===== src/rtl/f_fetch_queue_pkg.sv =====
// f_fetch_queue_pkg: shared fetch constants and the queue entry layout
package f_fetch_queue_pkg;
  localparam logic [31:0] INITIAL_ADDRESS = 32'h0000_3000;
  localparam logic [31:0] NOP_WORD = 32'h0000_0000;
  localparam int FQ_DEPTH = 4;
  typedef struct packed {
    logic [31:0] pc;
    logic [31:0] instr;
  } fq_entry_t;
endpackage


===== src/rtl/f_fetch_queue.sv =====
// f_fetch_queue: in-order (pc, instr) FIFO between fetch and decode with redirect flush
module f_fetch_queue
  import f_fetch_queue_pkg::*;
#(
  parameter int DEPTH = FQ_DEPTH,
  parameter logic [31:0] NOP_WORD = f_fetch_queue_pkg::NOP_WORD
) (
  input  logic                         clk,
  input  logic                         reset,
  input  logic [31:0]                  F_pc_in,
  input  logic [31:0]                  F_instr_in,
  input  logic                         F_push,
  output logic                         F_ready,
  output logic                         D_valid,
  output logic [31:0]                  D_pc,
  output logic [31:0]                  D_instr,
  input  logic                         D_pop,
  input  logic                         flush,
  input  logic                         flush_keep_head,
  output logic [$clog2(DEPTH+1)-1:0]   count
);
  localparam int AW = $clog2(DEPTH);
  localparam int CW = $clog2(DEPTH+1);
  fq_entry_t       mem_q [DEPTH];
  fq_entry_t       mem_d [DEPTH];
  logic [AW-1:0]   rd_ptr_q, rd_ptr_d, wr_ptr_q, wr_ptr_d, rd_post;
  logic [CW-1:0]   count_q, count_d, cnt_post;
  logic            push_eff, pop_eff, keep;
  assign F_ready = count_q != CW'(DEPTH);
  assign D_valid = count_q != '0;
  assign D_pc    = D_valid ? mem_q[rd_ptr_q].pc : 32'h0;
  assign D_instr = D_valid ? mem_q[rd_ptr_q].instr : NOP_WORD;
  assign count   = count_q;
  // next state: pop first, then flush (optionally keeping the surviving head) or push
  always_comb begin
    push_eff = F_push & F_ready;
    pop_eff  = D_pop & D_valid;
    rd_post  = rd_ptr_q + AW'(pop_eff);
    cnt_post = count_q - CW'(pop_eff);
    keep     = flush_keep_head & (cnt_post != '0);
    mem_d    = mem_q;
    rd_ptr_d = rd_post;
    wr_ptr_d = wr_ptr_q;
    count_d  = cnt_post;
    if (flush) begin
      wr_ptr_d = rd_post + AW'(keep);
      count_d  = keep ? CW'(1) : '0;
    end else if (push_eff) begin
      mem_d[wr_ptr_q] = '{pc: F_pc_in, instr: F_instr_in};
      wr_ptr_d        = wr_ptr_q + AW'(1);
      count_d         = cnt_post + CW'(1);
    end
  end
  // state registers; storage is not reset since count alone defines validity
  always_ff @(posedge clk) begin
    mem_q <= mem_d;
    if (reset) begin
      rd_ptr_q <= '0;
      wr_ptr_q <= '0;
      count_q  <= '0;
    end else begin
      rd_ptr_q <= rd_ptr_d;
      wr_ptr_q <= wr_ptr_d;
      count_q  <= count_d;
    end
  end
  a_push_full: assert property (@(posedge clk) disable iff (reset) !(F_push && !F_ready))
    else $warning("f_fetch_queue: push while full ignored");
  a_pop_empty: assert property (@(posedge clk) disable iff (reset) !(D_pop && !D_valid))
    else $warning("f_fetch_queue: pop while empty ignored");
endmodule


===== config.mk =====
export PLATFORM = sky130hd
export DESIGN_NAME = f_fetch_queue
export DESIGN_NICKNAME = d
export VERILOG_FILES = /design/src/rtl/f_fetch_queue_pkg.sv /design/src/rtl/f_fetch_queue.sv
export SDC_FILE = /design/constraint.sdc
export NUM_CORES = 1
export LEC_CHECK = 0
export CAP_MARGIN = 25
export CORE_ASPECT_RATIO = 0.75
export CORE_MARGIN = 1.5
export CORE_UTILIZATION = 41
export CTS_CLUSTER_DIAMETER = 100
export CTS_CLUSTER_SIZE = 14
export DETAILED_ROUTE_END_ITERATION = 10
export SLEW_MARGIN = 20
export SYNTH_ARGS = -nofsm -noshare
export SYNTH_HDL_FRONTEND = slang
export SYNTH_SLANG_ARGS = --single-unit

===== constraint.sdc =====
create_clock -name clk -period 6 [get_ports clk]
set_input_delay 0.9 -clock clk [delete_from_list [all_inputs] [get_ports clk]]
set_output_delay 0.9 -clock clk [all_outputs]
set_load 0.05 [all_outputs]

Word-level counts from Yosys, hierarchy flattened
Index checks and enable logic that the tools add are counted.

$add $sub $neg: 5. $mul: 0. Div/mod/pow operators: 0. $lt $le $gt $ge: 3. Equal/unequal tests: 1. Shifts and indexed selects: 0. Multiplexer cells: 13. Bitwise operators: 6. Reduce and logical (&&, ||, !) cells: 5.

Operator list (count): 256-bit bitwise mux (1); 64-bit two-way mux (3); 64-bit binary-select mux with 2-bit select (1); 64-bit demux with 2-bit select (1); 32-bit two-way mux (2); 3-bit greater-or-equal comparator, second input constant (2); 3-bit two-way mux (2); 2-bit inverter with 3-bit output (2); 3-bit nonzero test (2); 2-bit by 1-bit adder with 2-bit output (2); 2-bit two-way mux (2); 3-bit by 1-bit adder with 3-bit output, second input constant (1); 1-bit bitwise AND (3); 3-bit by 1-bit less-than comparator with 1-bit output, second input constant (1); 3-bit inequality test, second input constant (1); 3-bit by 1-bit subtractor with 3-bit output (1); 2-bit by 1-bit adder with 2-bit output, second input constant (1); 2-bit AND reduction (1); 2-bit nonzero test (1); 1-bit logical AND (1); 1-bit two-way mux (1); 1-bit inverter (1).

Flip-flop bits (word level): 263. Bits in latches: 0. RAM bits: 0. Memory bits (read-only): 0. Bits of input ports: 70. Output and inout port bits: 69. Logic and storage cells: 44. Memories kept: 0.

Depth between registers and ports, before layout
Depth after elaboration: 7. Depth in mapped cells: 10.

Least setup slack after synthesis
OpenSTA, ideal clock, no wires.

Path type: input to register. Start point: in flush. End point: reg mem_q[0] (netlist name) (enable). Arrival: 2.847 ns. Setup slack: 2.724 ns. Cell stages on the path: 3. Path through: buf_2 and3b_1 and2_1.

Longest elaborated chain between the ends: 2.

Ends and longest elaborated chain: from (decl) (line f_fetch_queue.sv:18) `input logic flush,`; 1-bit inverter (no source line); 2-bit AND reduction (no source line); to (signal assigned) (line f_fetch_queue.sv:56) `mem_q <= mem_d;`; to (decl) (line f_fetch_queue.sv:24) `fq_entry_t mem_q [DEPTH];`.

No other way between the ends. A chain may end at the register's enable or synchronous reset.

Final worst setup path
Start point: reg rd_ptr_q[0]. End point: out D_instr[20].

Longest elaborated chain between the ends: 5.

Ends and longest elaborated chain: from (decl) (line f_fetch_queue.sv:26) `logic [AW-1:0] rd_ptr_q, rd_ptr_d, wr_ptr_q, wr_ptr_d, rd_post;`; from (signal assigned) (line f_fetch_queue.sv:62) `rd_ptr_q <= rd_ptr_d;`; 2-bit inverter with 3-bit output (implied by the code) (line f_fetch_queue.sv:32) `assign D_instr = D_valid ? mem_q[rd_ptr_q].instr : NOP_WORD;`; 64-bit binary-select mux with 2-bit select (line f_fetch_queue.sv:32); 64-bit two-way mux (implied by the code) (2 in series) (line f_fetch_queue.sv:32); 32-bit two-way mux (line f_fetch_queue.sv:32); to (decl) (line f_fetch_queue.sv:16) `output logic [31:0] D_instr,`.

No other way between the ends. The select of a mux whose other input is x is not followed.

==> run summary <==
TritonCTS built the clock tree. The effective utilization at floorplan is between 40% and 50%. The leakage dissipation came out at around 0.0040 uW. The worst setup path is captured at an output port. The number of input and output port buffers inserted came out at ~140. The time the worst path needs with I/O delays and setup is 4.19 ns.

After detailed routing, the average wire length per cell comes to about 21 um. The net total in the final layout is around 700. For the worst setup path, the data required time is roughly 5.1 ns. The number of antenna diodes in the final layout is 0.

The most repeated cell in the gate-level netlist after synthesis is edfxtp_1. The instance count along the most critical hold path came out at 2. roughly 140 I/O pins were placed. Hold repair after CTS inserted 0 buffers. Setup repair after global routing left no endpoint under its margin. Clock latency on the worst-skew pair, taken at its later pin, is about 0.51 ns.

The row count came out at 49. The number of nets handed over by synthesis was around 540. The initial antenna violation count came out at 2. Ranked by total cell area, the synthesized netlist is headed by edfxtp_1 (75%), mux4_2 (14%), and2_1 (4.2%). The worst pin sits at a relative slew slack of between 50 and 60%. The sequential cell area is approximately 7800 sq um. The post-detailed-routing wire length is 19700 um. The number of cell instances on the worst register-to-register path came out at 9. The placeable core region is between 20000 and 25000 sq um. The sequential cell area fraction in the yosys report is 76.8%. The number of enable flip-flop cells after synthesis is roughly 260. Across the routed clock network, the largest skew measured is ~0.015 ns. In this run, CTS created clock tree buffers numbering 22. The switching share of total power is 23.6%. The relative area change from synthesis to final layout is 24.1%. The share of total power dissipated in combinational logic is between 10% and 20%.

The synthesized netlist occupies a cell area of 10200 sq um. In this run the biggest area consumer among cell types represents between 70% and 80% of the synthesized area. The global-route congestion overflow total came out at 0.

The most used flip-flop cell after synthesis is edfxtp_1. The number of distinct library cells after synthesis came out at 32. The final number of max-transition violations was 0. The post-synthesis cell count is roughly 470. The detailed-routing iteration count for the pre-antenna-repair pass is 4. The number of setup violations in the final report is 0.

Of the available clock period, the critical path in the final layout requires 69.9%. The die height is between 100 and 150 um. The total via count in the routed design is 4856. Dividing the detail-routed via count by the number of cells gives ~5.1. The worst register-to-register path ends at wr_ptr_q[1]$_SDFFE_PP0P_.

The startpoint kind of the worst setup timing path is a flip-flop. For this run, the number of Yosys warnings is 0. The accumulated negative setup slack is 0 ns. Power spread over the standard cell area amounts to slightly above 300 nW/um^2. The cell-internal power is 2980 uW. After synthesis, the share of flip-flops with an asynchronous set or reset is 0%.

The maximum count of clock buffers along a single path is 3. The ratio of cells with drive above 1 in the final layout came out at between 10% and 20%. The cell count after placement is around 900. The worst setup slack for register-to-register paths is roughly 3.5 ns. The number of H-tree branching levels came out at 1.

The clock net in this run drives a total of around 260 sinks. The area of combinational cells with multiple inputs is between 2000 and 2500 sq um. Summed over all instances, the cell type with the most area after synthesis is edfxtp_1. The signal arrival time at the worst endpoint is about 3.3 ns. The clock network is responsible for 33.0% of the overall power.

The flow ran to the end, and the final reports show no timing, DRC or antenna violations. The remaining antenna violation count after routing came out at 0. The final instance count without filler cells is roughly 950. The estimated wirelength of the detail-placed design is roughly 11000 um. The area of the die is 25800 sq um. The transition time at the pin with the least slew margin is between 0.7 and 0.8 ns. Counting instances in the post-synthesis netlist gives the leading cell types as edfxtp_1 (256), and2_1 (68), mux4_2 (64). Across the run, the number of max-cap violations was 0. Once the clock tree was built, the setup fixing pass inserted 0 buffers. The global placement routability congestion is approximately 0.69. The proportion of power drawn by flip-flops and latches came out at between 50 and 60%. The via count of the first global-routing pass is about 5300. The wire length of the first global-routing pass is around 30000 um. Based on the critical path, the design can be clocked at up to around 240 MHz. The path class of the lowest-slack min-delay path is flip-flop to flip-flop.

The switching power of the nets is just over 900 uW. The post-route DRC violation count came out at 0. The largest fanout on the critical path is 35. After the first detailed-routing iteration, the DRC count stood at 315. The worst hold endpoint is wr_ptr_q[1]$_SDFFE_PP0P_. The final-report hold violation count came to 0. The global-route usage over all layers came out at between 10% and 20%. The startpoint of the most critical hold path is wr_ptr_q[1]$_SDFFE_PP0P_. The startpoint of the lowest-slack register-to-register path is count[1]$_SDFF_PP0_.

The cell sitting at the root of the clock tree is a clkbuf_16. The clock-pin slew of the registers on the worst-case setup and hold paths is 0.07 ns. The chip width is between 150 and 200 um.

The maximum number of pins on one net before global-route repair is 56. The maximum vdd drop came out at 0.000191 V. The number of flip-flops and latches in the synthesized netlist came out at 263. The number of instances resized during post-cts repair is 0. The filler cell count in the final layout came out at 1909. The critical path in this run is classified as flip-flop to output port. Averaged over all synthesized cells, the footprint is roughly 22 sq um.
-- worst max path at each step --
stage                           start            endpoint  slack (ns)
6_report       rd_ptr_q[0]$_SDFF_PP0_         D_instr[20]        1.81
2_1_floorplan                   flush  mem_q[0]$_DFFE_PP_        2.72
3_5_place_dp   rd_ptr_q[0]$_SDFF_PP0_         D_instr[20]        2.23
4_1_cts        rd_ptr_q[0]$_SDFF_PP0_         D_instr[30]        1.68
5_1_grt        rd_ptr_q[0]$_SDFF_PP0_         D_instr[27]        1.56
3_3_place_gp   rd_ptr_q[0]$_SDFF_PP0_         D_instr[20]        2.22
-- sequential cells by signal (all words and copies together) (netlist names) --
register  cells
mem_q       256
wr_ptr_q      2
count         3
rd_ptr_q      2
-- stage by stage --
step | utilization, % | cell area, sq um | total power, uW | setup slack [ns] | hold WS (ns)
4_1_cts | 52.3 | 12700 | 3950 | 1.68 | 0.566
3_5_place_dp | 49.7 | 12000 | 2660 | 2.23 | 0.554
6_report | 52.3 | 12700 | 3900 | 1.81 | 0.562
5_1_grt | 52.3 | 12700 | 4040 | 1.56 | 0.590
3_3_place_gp | 49.2 | 11900 | 2640 | 2.22 | 0.524
2_1_floorplan | - | 10200 | 2460 | 2.72 | 0.495
-- power groups by stage --
stage | clock [uW] | sequential [uW] | combinational [uW]
after global routing | 1390 | 2100 | 545
after floorplan | 0 | 2130 | 332
after CTS | 1330 | 2100 | 521
after detailed placement | 0 | 2140 | 519
after global placement | 0 | 2140 | 505
final | 1290 | 2100 | 513
-- layer usage --
metal / track usage (%) / vias up / share of wire, %
li1: - / 2170 / -
met1: 22.2 / 2500 / 45
met2: 24.7 / 148 / 46
met3: 4.00 / 34 / 7.1
met4: 3.29 / 4 / 1.8
met5: 0 / - / 0.12
-- layout make-up --
class	instances	share of cell area (%)
Sequential cell	263	61.9
Multi-Input combinational cell	174	17.7
Timing Repair Buffer	146	12.2
Clock buffer	30	4.76
Tap cell	331	3.27
Inverter	6	0.178
Clock inverter	1	0.0396
-- cell usage in the layout, fill, tap and decap left out --
master and count:
nand2_1 3, nand2_4 1, clkbuf_1 7, and2_4 4, or3b_4 1, nand3b_1 2, a2111oi_4 1, ha_1 8
o21ai_1 1, inv_1 6, buf_16 5, a21oi_1 1, buf_4 3, xnor2_1 5, o31ai_1 1, nor2_2 1
or3_2 1, a21boi_0 1, clkdlybuf4s50_1 138, clkinv_2 1, mux4_2 64, xor2_1 3, nor2_1 3, o311ai_1 1
nor2b_1 1, and3b_1 1, dfxtp_1 5, nor3_1 1, nand2b_1 2, edfxtp_1 256, nand3_1 1, a31oi_1 1
clkbuf_16 23, and2_1 64, dfxtp_4 2, o21a_1 1
-- worst max-delay path: stages, from the launching register on --
cell and delay, ns:
dfxtp_4 0.82, buf_4 0.48, mux4_2 0.57, and2_1 0.18
clkdlybuf4s50_1 0.70
-- cell families after synthesis --
logic type      after synthesis  share of synthesized area (%)
flops                       263                           76.8
simple gates                 86                           5.25
mux                          64                           14.1
buf+inv                      28                           1.46
compound gates                8                          0.736
xor+xnor                      8                          0.687
fa+ha+maj                     8                          0.982
(Power assumes the default switching activity.)
